[config.mk]
export PLATFORM = sky130hd
export DESIGN_NAME = if_fetch
export DESIGN_NICKNAME = d
export VERILOG_FILES = /design/src/rtl/if_fetch.sv
export SDC_FILE = /design/constraint.sdc
export NUM_CORES = 1
export LEC_CHECK = 0
export BUFFER_PORTS_ARGS = -buffer_cell sky130_fd_sc_hd__buf_2
export CORE_ASPECT_RATIO = 1.1
export CORE_MARGIN = 3
export CORE_UTILIZATION = 40
export CTS_BUF_LIST = sky130_fd_sc_hd__clkbuf_4
export DETAILED_ROUTE_END_ITERATION = 12
export SLEW_MARGIN = 20
export SYNTH_ARGS = -nofsm -noshare
export SYNTH_HDL_FRONTEND = slang
export SYNTH_SLANG_ARGS = --single-unit
[constraint.sdc]
create_clock -name clkIn -period 7 [get_ports clkIn]
set_clock_uncertainty 0.1 [all_clocks]
set_input_delay 0.7 -clock clkIn [delete_from_list [all_inputs] [get_ports clkIn]]
set_output_delay 0.7 -clock clkIn [all_outputs]
set_load 0.1 [all_outputs]
[src/rtl/if_fetch.sv]
// Instruction fetch: single-outstanding memory request, 2-entry {addr, ins} queue to IFID.
// Optional macro FETCH_PERF_CNT_EN builds the delivered-instruction counter.
module if_fetch #(
    parameter logic [31:0] RESET_VECTOR = 32'h0000_0000
) (
    input  logic        clkIn,
    input  logic        resetIn,
    input  logic        stallIn,
    input  logic        redirectIn,
    input  logic [31:0] redirectAddrIn,
    output logic        memReqOut,
    output logic [31:0] memAddrOut,
    input  logic        memReadyIn,
    input  logic [31:0] memDataIn,
    output logic [31:0] InsOut,
    output logic [31:0] AddrOut,
    output logic        validOut,
    output logic [31:0] fetchCountOut
);

    typedef enum logic [1:0] {
        ST_IDLE,
        ST_WAIT,
        ST_DROP
    } state_t;

    state_t      r_state;
    state_t      w_stateNxt;
    logic [31:0] r_pc;
    logic [31:0] r_reqAddr;
    logic [31:0] r_addr0;
    logic [31:0] r_addr1;
    logic [31:0] r_ins0;
    logic [31:0] r_ins1;
    logic [1:0]  r_count;

    logic        w_pop;
    logic        w_push;
    logic        w_issue;
    logic [1:0]  w_level;
    logic        w_wrIdx;
    logic [31:0] w_target;

    assign w_pop    = (r_count != 2'd0) && !stallIn && !redirectIn;
    assign w_push   = (r_state == ST_WAIT) && memReadyIn && !redirectIn;
    assign w_level  = r_count - {1'b0, w_pop};
    assign w_wrIdx  = w_level[0];
    assign w_issue  = (r_state == ST_IDLE) && !redirectIn && !resetIn
                      && (w_level < 2'd2);
    assign w_target = redirectAddrIn & 32'hFFFF_FFFC;

    assign memReqOut  = w_issue;
    assign memAddrOut = r_pc;
    assign validOut   = (r_count != 2'd0);
    assign InsOut     = validOut ? r_ins0 : 32'h0;
    assign AddrOut    = validOut ? r_addr0 : 32'h0;

    always_comb begin
        w_stateNxt = r_state;
        unique case (r_state)
            ST_IDLE: begin
                if (w_issue)
                    w_stateNxt = ST_WAIT;
            end
            ST_WAIT: begin
                if (memReadyIn)
                    w_stateNxt = ST_IDLE;
                else if (redirectIn)
                    w_stateNxt = ST_DROP;
            end
            ST_DROP: begin
                if (memReadyIn)
                    w_stateNxt = ST_IDLE;
            end
            default: w_stateNxt = ST_IDLE;
        endcase
    end

    always_ff @(posedge clkIn or posedge resetIn) begin
        if (resetIn)
            r_state <= ST_IDLE;
        else
            r_state <= w_stateNxt;
    end

    always_ff @(posedge clkIn or posedge resetIn) begin
        if (resetIn) begin
            r_pc      <= RESET_VECTOR;
            r_reqAddr <= 32'h0;
        end else if (redirectIn) begin
            r_pc <= w_target;
        end else if (w_issue) begin
            r_reqAddr <= r_pc;
            r_pc      <= r_pc + 32'd4;
        end
    end

    // Pop shifts first; a push into slot 0 then overrides the shift.
    always_ff @(posedge clkIn or posedge resetIn) begin
        if (resetIn) begin
            r_count <= 2'd0;
            r_addr0 <= 32'h0;
            r_addr1 <= 32'h0;
            r_ins0  <= 32'h0;
            r_ins1  <= 32'h0;
        end else if (redirectIn) begin
            r_count <= 2'd0;
        end else begin
            if (w_pop) begin
                r_addr0 <= r_addr1;
                r_ins0  <= r_ins1;
            end
            if (w_push) begin
                if (w_wrIdx) begin
                    r_addr1 <= r_reqAddr;
                    r_ins1  <= memDataIn;
                end else begin
                    r_addr0 <= r_reqAddr;
                    r_ins0  <= memDataIn;
                end
            end
            r_count <= w_level + {1'b0, w_push};
        end
    end

`ifdef FETCH_PERF_CNT_EN
    logic [31:0] r_fetchCnt;

    always_ff @(posedge clkIn or posedge resetIn) begin
        if (resetIn)
            r_fetchCnt <= 32'h0;
        else if (w_pop)
            r_fetchCnt <= r_fetchCnt + 32'd1;
    end

    assign fetchCountOut = r_fetchCnt;
`else
    assign fetchCountOut = 32'h0;
`endif

endmodule
* After elaboration in Yosys (flattened, before gate mapping)
Cells that the tools add are included.
** Cells by class
- Add/sub/neg operators :: 3
- Magnitude comparators :: 1
- Equal/unequal tests :: 5
- Muxes and demuxes :: 16
- Bitwise gates (word level) :: 1
- Reductions and logical operators :: 16
** Operators by type and width (number)
- 2-to-1 mux 32 bit :: 10
- adder 32 x 3 -> 32 bit, second input constant :: 1
- 2-to-1 mux 2 bit :: 5
- logical AND 1 bit :: 7
- case mux 2 bit (3 select lines) :: 1
- AND reduction 3 bit :: 2
- inequality test 2 bit, second input constant :: 2
- nonzero test 2 bit :: 2
- zero test 1 bit :: 3
- inequality test 3 bit, second input constant :: 1
- adder 2 x 1 -> 2 bit :: 1
- == test 2 x 1 -> 1 bit, second input constant :: 1
- == test 2 bit, second input constant :: 1
- zero test 2 bit :: 1
- < comparator 2 bit, second input constant :: 1
- AND reduction 2 bit :: 1
- subtractor 2 x 1 -> 2 bit :: 1
- NOT 1 bit :: 1
** Word-level totals
- Bits in registers :: 196
- Input port bits :: 69
- Output and inout port bits :: 130

* Longest topological paths before layout
Gate-level depths: netlist (run 1).
- Word-level depth :: 8
- Mapped depth :: 12

* Worst setup path after synthesis (run 1)
No wires, ideal clock.
- Path type :: input port to output port
- Start point :: in redirectIn
- End point :: out memReqOut
- Arrival time :: 3.500 ns
- Required time :: 6.200 ns
- Path slack :: 2.700 ns
- Stages :: 10
- Path buffers :: 4
- Cells stage by stage :: clkbuf_1 -> or3_1 -> inv_2 -> clkbuf_1 -> ha_1 -> xor2_1 -> nand2b_1 -> inv_2 -> clkbuf_1 -> clkbuf_1
** Between the ends
- Longest elaborated chain between the ends :: 5
- Elaborated cells on any way between the ends :: 7
- Classes of those cells :: add/sub (1); order compare (1); reduce/logical (5)
** RTL lines
- from (decl) :: line 9 : input logic redirectIn,
- zero test 1 bit (*) :: line 44, 48
- logical AND 1 bit :: line 44 : assign w_pop = (r_count != 2'd0) && !stallIn && !redirectIn;
- subtractor 2 x 1 -> 2 bit :: line 46 : assign w_level = r_count - {1'b0, w_pop};
- < comparator 2 bit :: line 49 : && (w_level < 2'd2);
- logical AND 1 bit (*) :: line 49
- to (decl) :: line 11 : output logic memReqOut,
Mark *: on every way between the ends. The rest lies on a longest branch, timed or not.

* Final worst setup path (run 1)
Ends and elaborated chain as after synthesis.

==> flow_summary.toml, run 1 <==
[detailed_routing]
wirelength_um = 20800
firstDrtPassIters = 5
drt-wirelength-per-cell_um = 15.2
initialDrtViolationCount = 344
ant_nets = 0
viasPerCell = 4.97
drc = 0
via_count = 6823

[hold_path]
hold_class = "input port to register"
whs_endpoint = "r_state[1]"
min_path_cells = 2
hold_start = "memReadyIn"

[timing]
relSlewSlack_pct = 42.0
finalCriticalPeriod_ns = 4.76
tightest_slew_ns = 0.869
fin_crit_sh_pct = 68.0
finalSetupViolCount = 0
rsz0062_at_grt = "false"
hold_violations = 0
max_freq_mhz = 210
drv_slew = 0
tns_ns = 0

[worst_setup_path]
worstReg2RegStart = "r_count[1]"
cp_max_fo = 65
reg2regPathDepth = 12
crit_path_end_kind = "output pin"
crit_type = "input port to output pin"
arrival_ns = 3.96
r2r_slack_ns = 3.18
r2r-end = "memAddrOut[17]"
cp-start-kind = "input port"
cp_data_required_time_ns = 6.20

[yosys]
ys_seq_area_share_pct = 53.2
avgSynthCellArea_um2 = 9.46
syn_inst = 944
synth_top_flop_cell = "dfrtp_1"
async_flop_share_pct = 100
synth-seq-cells = 190
ys_types = 43
yosys_warnings = 0
netlist_area_um2 = 8930
synth-edff-count = 0

[place]
gp_congestion = 0.769
io_buffers = 162
dp_cells = 1341
dp_hpwl_um = 13000

[clocking]
tritoncts = "done"
cts_hold_buffers = 0
cts_buffers = 17
cts.sinks = 190
clockBufferDepth = 2
cts_resized = 0
htree_levels = 4
clkTransAtPathRegs_ns = 0.16
cts_setup_buffers = 0
cts-root-buf = "clkbuf_4"
clk-insertion-delay-late_ns = 0.56

[power]
peakVddDrop_uv = 103
power_density_nw_per_um2 = 334
leakage_nw = 5.19

[grt]
grt_max_degree = 125
overflow = 0
track_usage_pct = 17.4
grt_pass1_vias = 6515
antenna_found_initial = 1
grt_pass1_wl_um = 34200

[floorplan]
start_util_pct = 41.2
io_pins = 199
chipHeight_um = 163
num_rows = 56
die_x_um = 148
coreArea_um2 = 21700
die_area_um2 = 24200

[cells_and_area]
final_net_count = 1142
drive_gt1_share_pct = 19.9
fin_util_pct = 46.6
area_delta_synth_final_pct = 13.0
final-instance-count-excl-fill = 1374

[status]
status = "finished clean"

[job]
cap_violations = 0
## worst max-delay path, cell delays in order
cell and delay [ns]:
buf_2 0.57, or3_2 0.25, buf_4 0.59, inv_2 0.07, ha_1 0.21, xor2_1 0.16
nand2b_2 0.20, inv_2 0.62, buf_2 0.57
## layout make-up
class | instances | area [µm²]
Multi-Input combinational cell | 681 | 3770
Antenna cell | 1 | 2.50
Clock inverter | 14 | 144
Timing Repair Buffer | 171 | 878
Clock buffer | 18 | 135
Tap cell | 290 | 363
Fill cell | 2115 | 11600
Sequential cell | 190 | 4750
Inverter | 9 | 41.3
## worst max path at each step
stage | from | endpoint | cells past startpoint
after floorplan | resetIn | memAddrOut[10] | 1
after global placement | redirectIn | memReqOut | 9
after detailed placement | redirectIn | memReqOut | 9
after CTS | redirectIn | memReqOut | 9
after global routing | redirectIn | memReqOut | 9
final | redirectIn | memReqOut | 9
## per-stage QoR
stage	total power [mW]	cell area (µm²)	worst slack (ns)	hold slack [ns]
global route	3.60	10100	1.98	0.123
detailed placement	2.82	9810	2.15	0.375
finish	3.37	10100	2.24	0.191
floorplan	2.59	9050	1.03	0.358
CTS	3.43	10100	2.15	0.113
global placement	2.79	9810	2.21	0.366
## layer usage
| metal | part of all wire [%] | GRT usage, % | wire length (µm) |
|---|---|---|---|
| met5 | 0 | 0 | 0 |
| met4 | 0.79 | 4.03 | 164 |
| met3 | 3.8 | 3.26 | 787 |
| met2 | 46 | 27.7 | 9620 |
| met1 | 49 | 24.8 | 10200 |
## flip-flops by register name, indices dropped and copies added, names as in the netlist
signal,count
r_reqAddr,30
r_addr1,30
r_state,2
memAddrOut,30
r_addr0,32
r_ins0,32
r_count,2
r_ins1,32
## cells in the mapped netlist, types with 2 or more instances
cell type | n | share of area (%)
nand2_1 | 247 | 10
dfrtp_1 | 190 | 53
nor2_1 | 78 | 3.3
and2_1 | 68 | 4.8
a31oi_1 | 67 | 4.7
mux2_1 | 62 | 7.8
clkbuf_1 | 46 | 1.9
buf_4 | 34 | 2.9
o21ai_1 | 22 | 1.2
nand3_1 | 19 | 1.1
buf_2 | 16 | 0.90
nand4_1 | 10 | 0.70
o311ai_1 | 7 | 0.69
a21oi_1 | 6 | 0.34
a22oi_1 | 6 | 0.50
and3_1 | 6 | 0.42
inv_1 | 6 | 0.25
o211ai_1 | 5 | 0.42
or3_1 | 5 | 0.35
nor3_1 | 4 | 0.22
nor4_1 | 4 | 0.28
a31o_1 | 3 | 0.29
ha_1 | 3 | 0.42
inv_2 | 3 | 0.13
xnor2_1 | 3 | 0.29
a221o_1 | 2 | 0.22
a32oi_1 | 2 | 0.20
a41oi_1 | 2 | 0.20
and4_1 | 2 | 0.20
nand3_4 | 2 | 0.39
xor2_1 | 2 | 0.20
## cells in the final DEF, fill, tap and decap left out, types with 3 or more instances in the layout
master    netlist  layout
nand2_1       247     246
dfrtp_1       190     190
buf_2          16     162
nor2_1         78      78
a31oi_1        67      67
and2_1         68      67
mux2_1         62      62
conb_1          1      34
o21ai_1        22      22
nand3_1        19      19
clkbuf_4        0      18
nand4_1        10      10
buf_4          34       9
o311ai_1        7       7
and3_1          6       6
a21oi_1         6       6
a22oi_1         6       6
inv_1           6       5
o211ai_1        5       5
clkinv_2        0       5
nor3_1          4       4
or3_1           5       4
nor4_1          4       3
inv_2           3       3
xnor2_1         3       3
a31o_1          3       3
ha_1            3       3
clkinv_4        0       3
## kinds of logic (layout without fill, tap and decap cells)
group | count (synthesis) | in the layout | share of synthesized area, %
simple gates | 452 | 452 | 22.9
flops | 190 | 190 | 53.2
compound gates | 125 | 125 | 9.02
buf+inv | 106 | 212 | 6.11
mux | 62 | 62 | 7.82
xor+xnor | 5 | 5 | 0.490
fa+ha+maj | 3 | 3 | 0.420
other cells | 1 | 35 | 0.0420
## report_power, final
| part | internal, mW | leakage [nW] | switching (mW) |
|---|---|---|---|
| combinational | 0.285 | 2.62 | 0.859 |
| clock | 0.217 | 0.152 | 0.380 |
| sequential | 1.43 | 2.41 | 0.203 |
| total | 1.93 | 5.19 | 1.44 |
Note: power is estimated with default switching activity, not from simulation.
==> inputs of run 2 (changes only) <==
==> constraint.sdc (replaced) <==
create_clock -name clkIn -period 4.29 [get_ports clkIn]
set_clock_uncertainty 0.1 [all_clocks]
set_input_delay 0.429 -clock clkIn [delete_from_list [all_inputs] [get_ports clkIn]]
set_output_delay 0.429 -clock clkIn [all_outputs]
set_load 0.1 [all_outputs]
==> run 2 against run 1 <==
  * Sequential share of layout area fell by 2.8 points
  * Largest power group unchanged
  * Power rose by 63%
  * Via count rose by 3.7%
  * Register-to-register slack got worse by 1.7 ns
  * Count of clock-buffer cells in the layout did not move
  * Setup slack got worse by 1.0 ns
  * First-iteration DRC count fell by 11%
==> flow_summary.toml, run 2 (same netlist as run 1, synthesis figures left out) <==
[timing]
relSlewSlack_pct = 38.7
fin_crit_sh_pct = 71.9
drv_slew = 0
rsz0062_at_grt = "false"
setup_slack_ns = 1.21
max_freq_mhz = 324
tns_ns = 0
hold_violations = 0
finalSetupViolCount = 0
tightest_slew_ns = 0.920
whs_ns = 0.0737
finalCriticalPeriod_ns = 3.08

[worst_setup_path]
r2r_slack_ns = 1.48
crit_path_end_kind = "output pin"
reg2regPathDepth = 11
crit_type = "register to output pin"
r2r-end = "memAddrOut[17]"
arrival_ns = 2.56
cp_data_required_time_ns = 3.76
cp-start-kind = "register"
cp_max_fo = 23
cp-startpoint = "r_count[1]"
worstReg2RegStart = "r_count[1]"

[clocking]
htree_levels = 4
tritoncts = "done"
cts-root-buf = "clkbuf_4"
cts_setup_buffers = 0
clockBufferDepth = 2
cts_buffers = 17
cts_resized = 0
clk-insertion-delay-late_ns = 0.55
cts.sinks = 190
clkTransAtPathRegs_ns = 0.16

[grt]
grt_use_met2_pct = 27.8
grtUsageMet3_pct = 3.37
overflow = 0
track_usage_pct = 17.5
grt_use_met1_pct = 25.2
grt_pass1_wl_um = 34400
grt_max_degree = 90
antenna_found_initial = 1
grt_most_used_layer = "met2"
grt_pass1_vias = 6528

[hold_path]
hold_start = "redirectAddrIn[25]"
whs_endpoint = "memAddrOut[25]"
min_path_cells = 4
hold_class = "input port to register"

[power]
leakage_nw = 5.44
peakVddDrop_uv = 179
power_density_nw_per_um2 = 512

[detailed_routing]
initialDrtViolationCount = 306
drc = 0
drt-wirelength-per-cell_um = 14.7
ant_nets = 0
wirelength_um = 21100
firstDrtPassIters = 5
viasPerCell = 4.91
via_count = 7073

[floorplan]
io_pins = 199
die_x_um = 148
num_rows = 56
die_area_um2 = 24200
coreArea_um2 = 21700
chipHeight_um = 163
start_util_pct = 41.2

[cells_and_area]
drive_gt1_share_pct = 18.9
fill_cells = 2061
final_cell_mix = "nand2_1, dfrtp_1, buf_2"
fin_util_pct = 49.5
biggestRegsByFlops = "r_addr0: 32 flops, r_ins0: 32 flops, r_ins1: 32 flops"
final_common_cell = "nand2_1"
final_net_count = 1208
area_delta_synth_final_pct = 20.1

[place]
dpl_worst_slack_ns = 1.30
dp_hpwl_um = 13200
gp_congestion = 0.748
io_buffers = 162

[status]
status = "finished clean"

[job]
cap_violations = 0
run 2: cell count changes in the layout (fill, tap and decap cells not counted):
| cell | delta |
|---|---|
| clkinv_2 | -4 |
| clkinv_1 | +4 |
| buf_2 | -1 |
| buf_12 | +1 |
| clkinvlp_4 | +1 |
| bufinv_16 | -1 |
| buf_4 | +5 |
| dlygate4sd3_1 | +61 |
| clkinv_4 | +1 |
| inv_8 | -1 |
run 2: cell type report:
class                   count  area [µm²]  share of cell area (%)
diodes                      1        2.50                  0.0233
clock buffers              18         135                    1.26
clock inverters            14         118                    1.10
inverters                   9        37.5                   0.350
multi-input cells         681        3770                    35.2
flip-flops and latches    190        4750                    44.3
well taps                 290         363                    3.38
repair buffers            237        1540                    14.4
run 2: worst max-delay path by stage:
stage                      to  slack [ns]  depth (start not counted)
3_5_place_dp   memAddrOut[17]        1.30                         11
3_3_place_gp   memAddrOut[17]        1.32                         11
4_1_cts             memReqOut        1.11                          8
6_report            memReqOut        1.21                          8
2_1_floorplan       memReqOut        0.53                         10
5_1_grt             memReqOut        1.01                          8
run 2: worst max-delay path: stages (launching register included):
cell and delay [ns]:
dfrtp_1 0.40, nor2_1 0.06, or3_2 0.43, inv_2 0.07, ha_1 0.14, xor2_1 0.09
nand2b_2 0.20, inv_2 0.37, buf_12 0.24
run 2: layer usage:
layer  vias up  share of wire, %
met2       183                46
met5         -                 0
met4         0              0.90
li1       3515                 -
met1      3362                49
met3        13               4.4
run 2: where the power goes:
| group | internal, mW | switching [mW] |
|---|---|---|
| logic | 0.508 | 1.41 |
| clock network | 0.293 | 0.617 |
| registers | 2.33 | 0.334 |
| total | 3.13 | 2.36 |
run 2: what timing repair did:
action | CTS | global route
endpoints found under the hold margin | 109 | 0
hold buffers | 61 | 0
endpoints found under the setup margin | 0 | 0
run 2: per-stage QoR:
stage               cells  area, µm²  total power, mW
floorplan             977       9060             4.23
global placement     1346       9860             4.56
detailed placement   1346       9860             4.60
CTS                  1439      10700             5.57
global route         1440      10700             5.84
finish               1440      10700             5.49
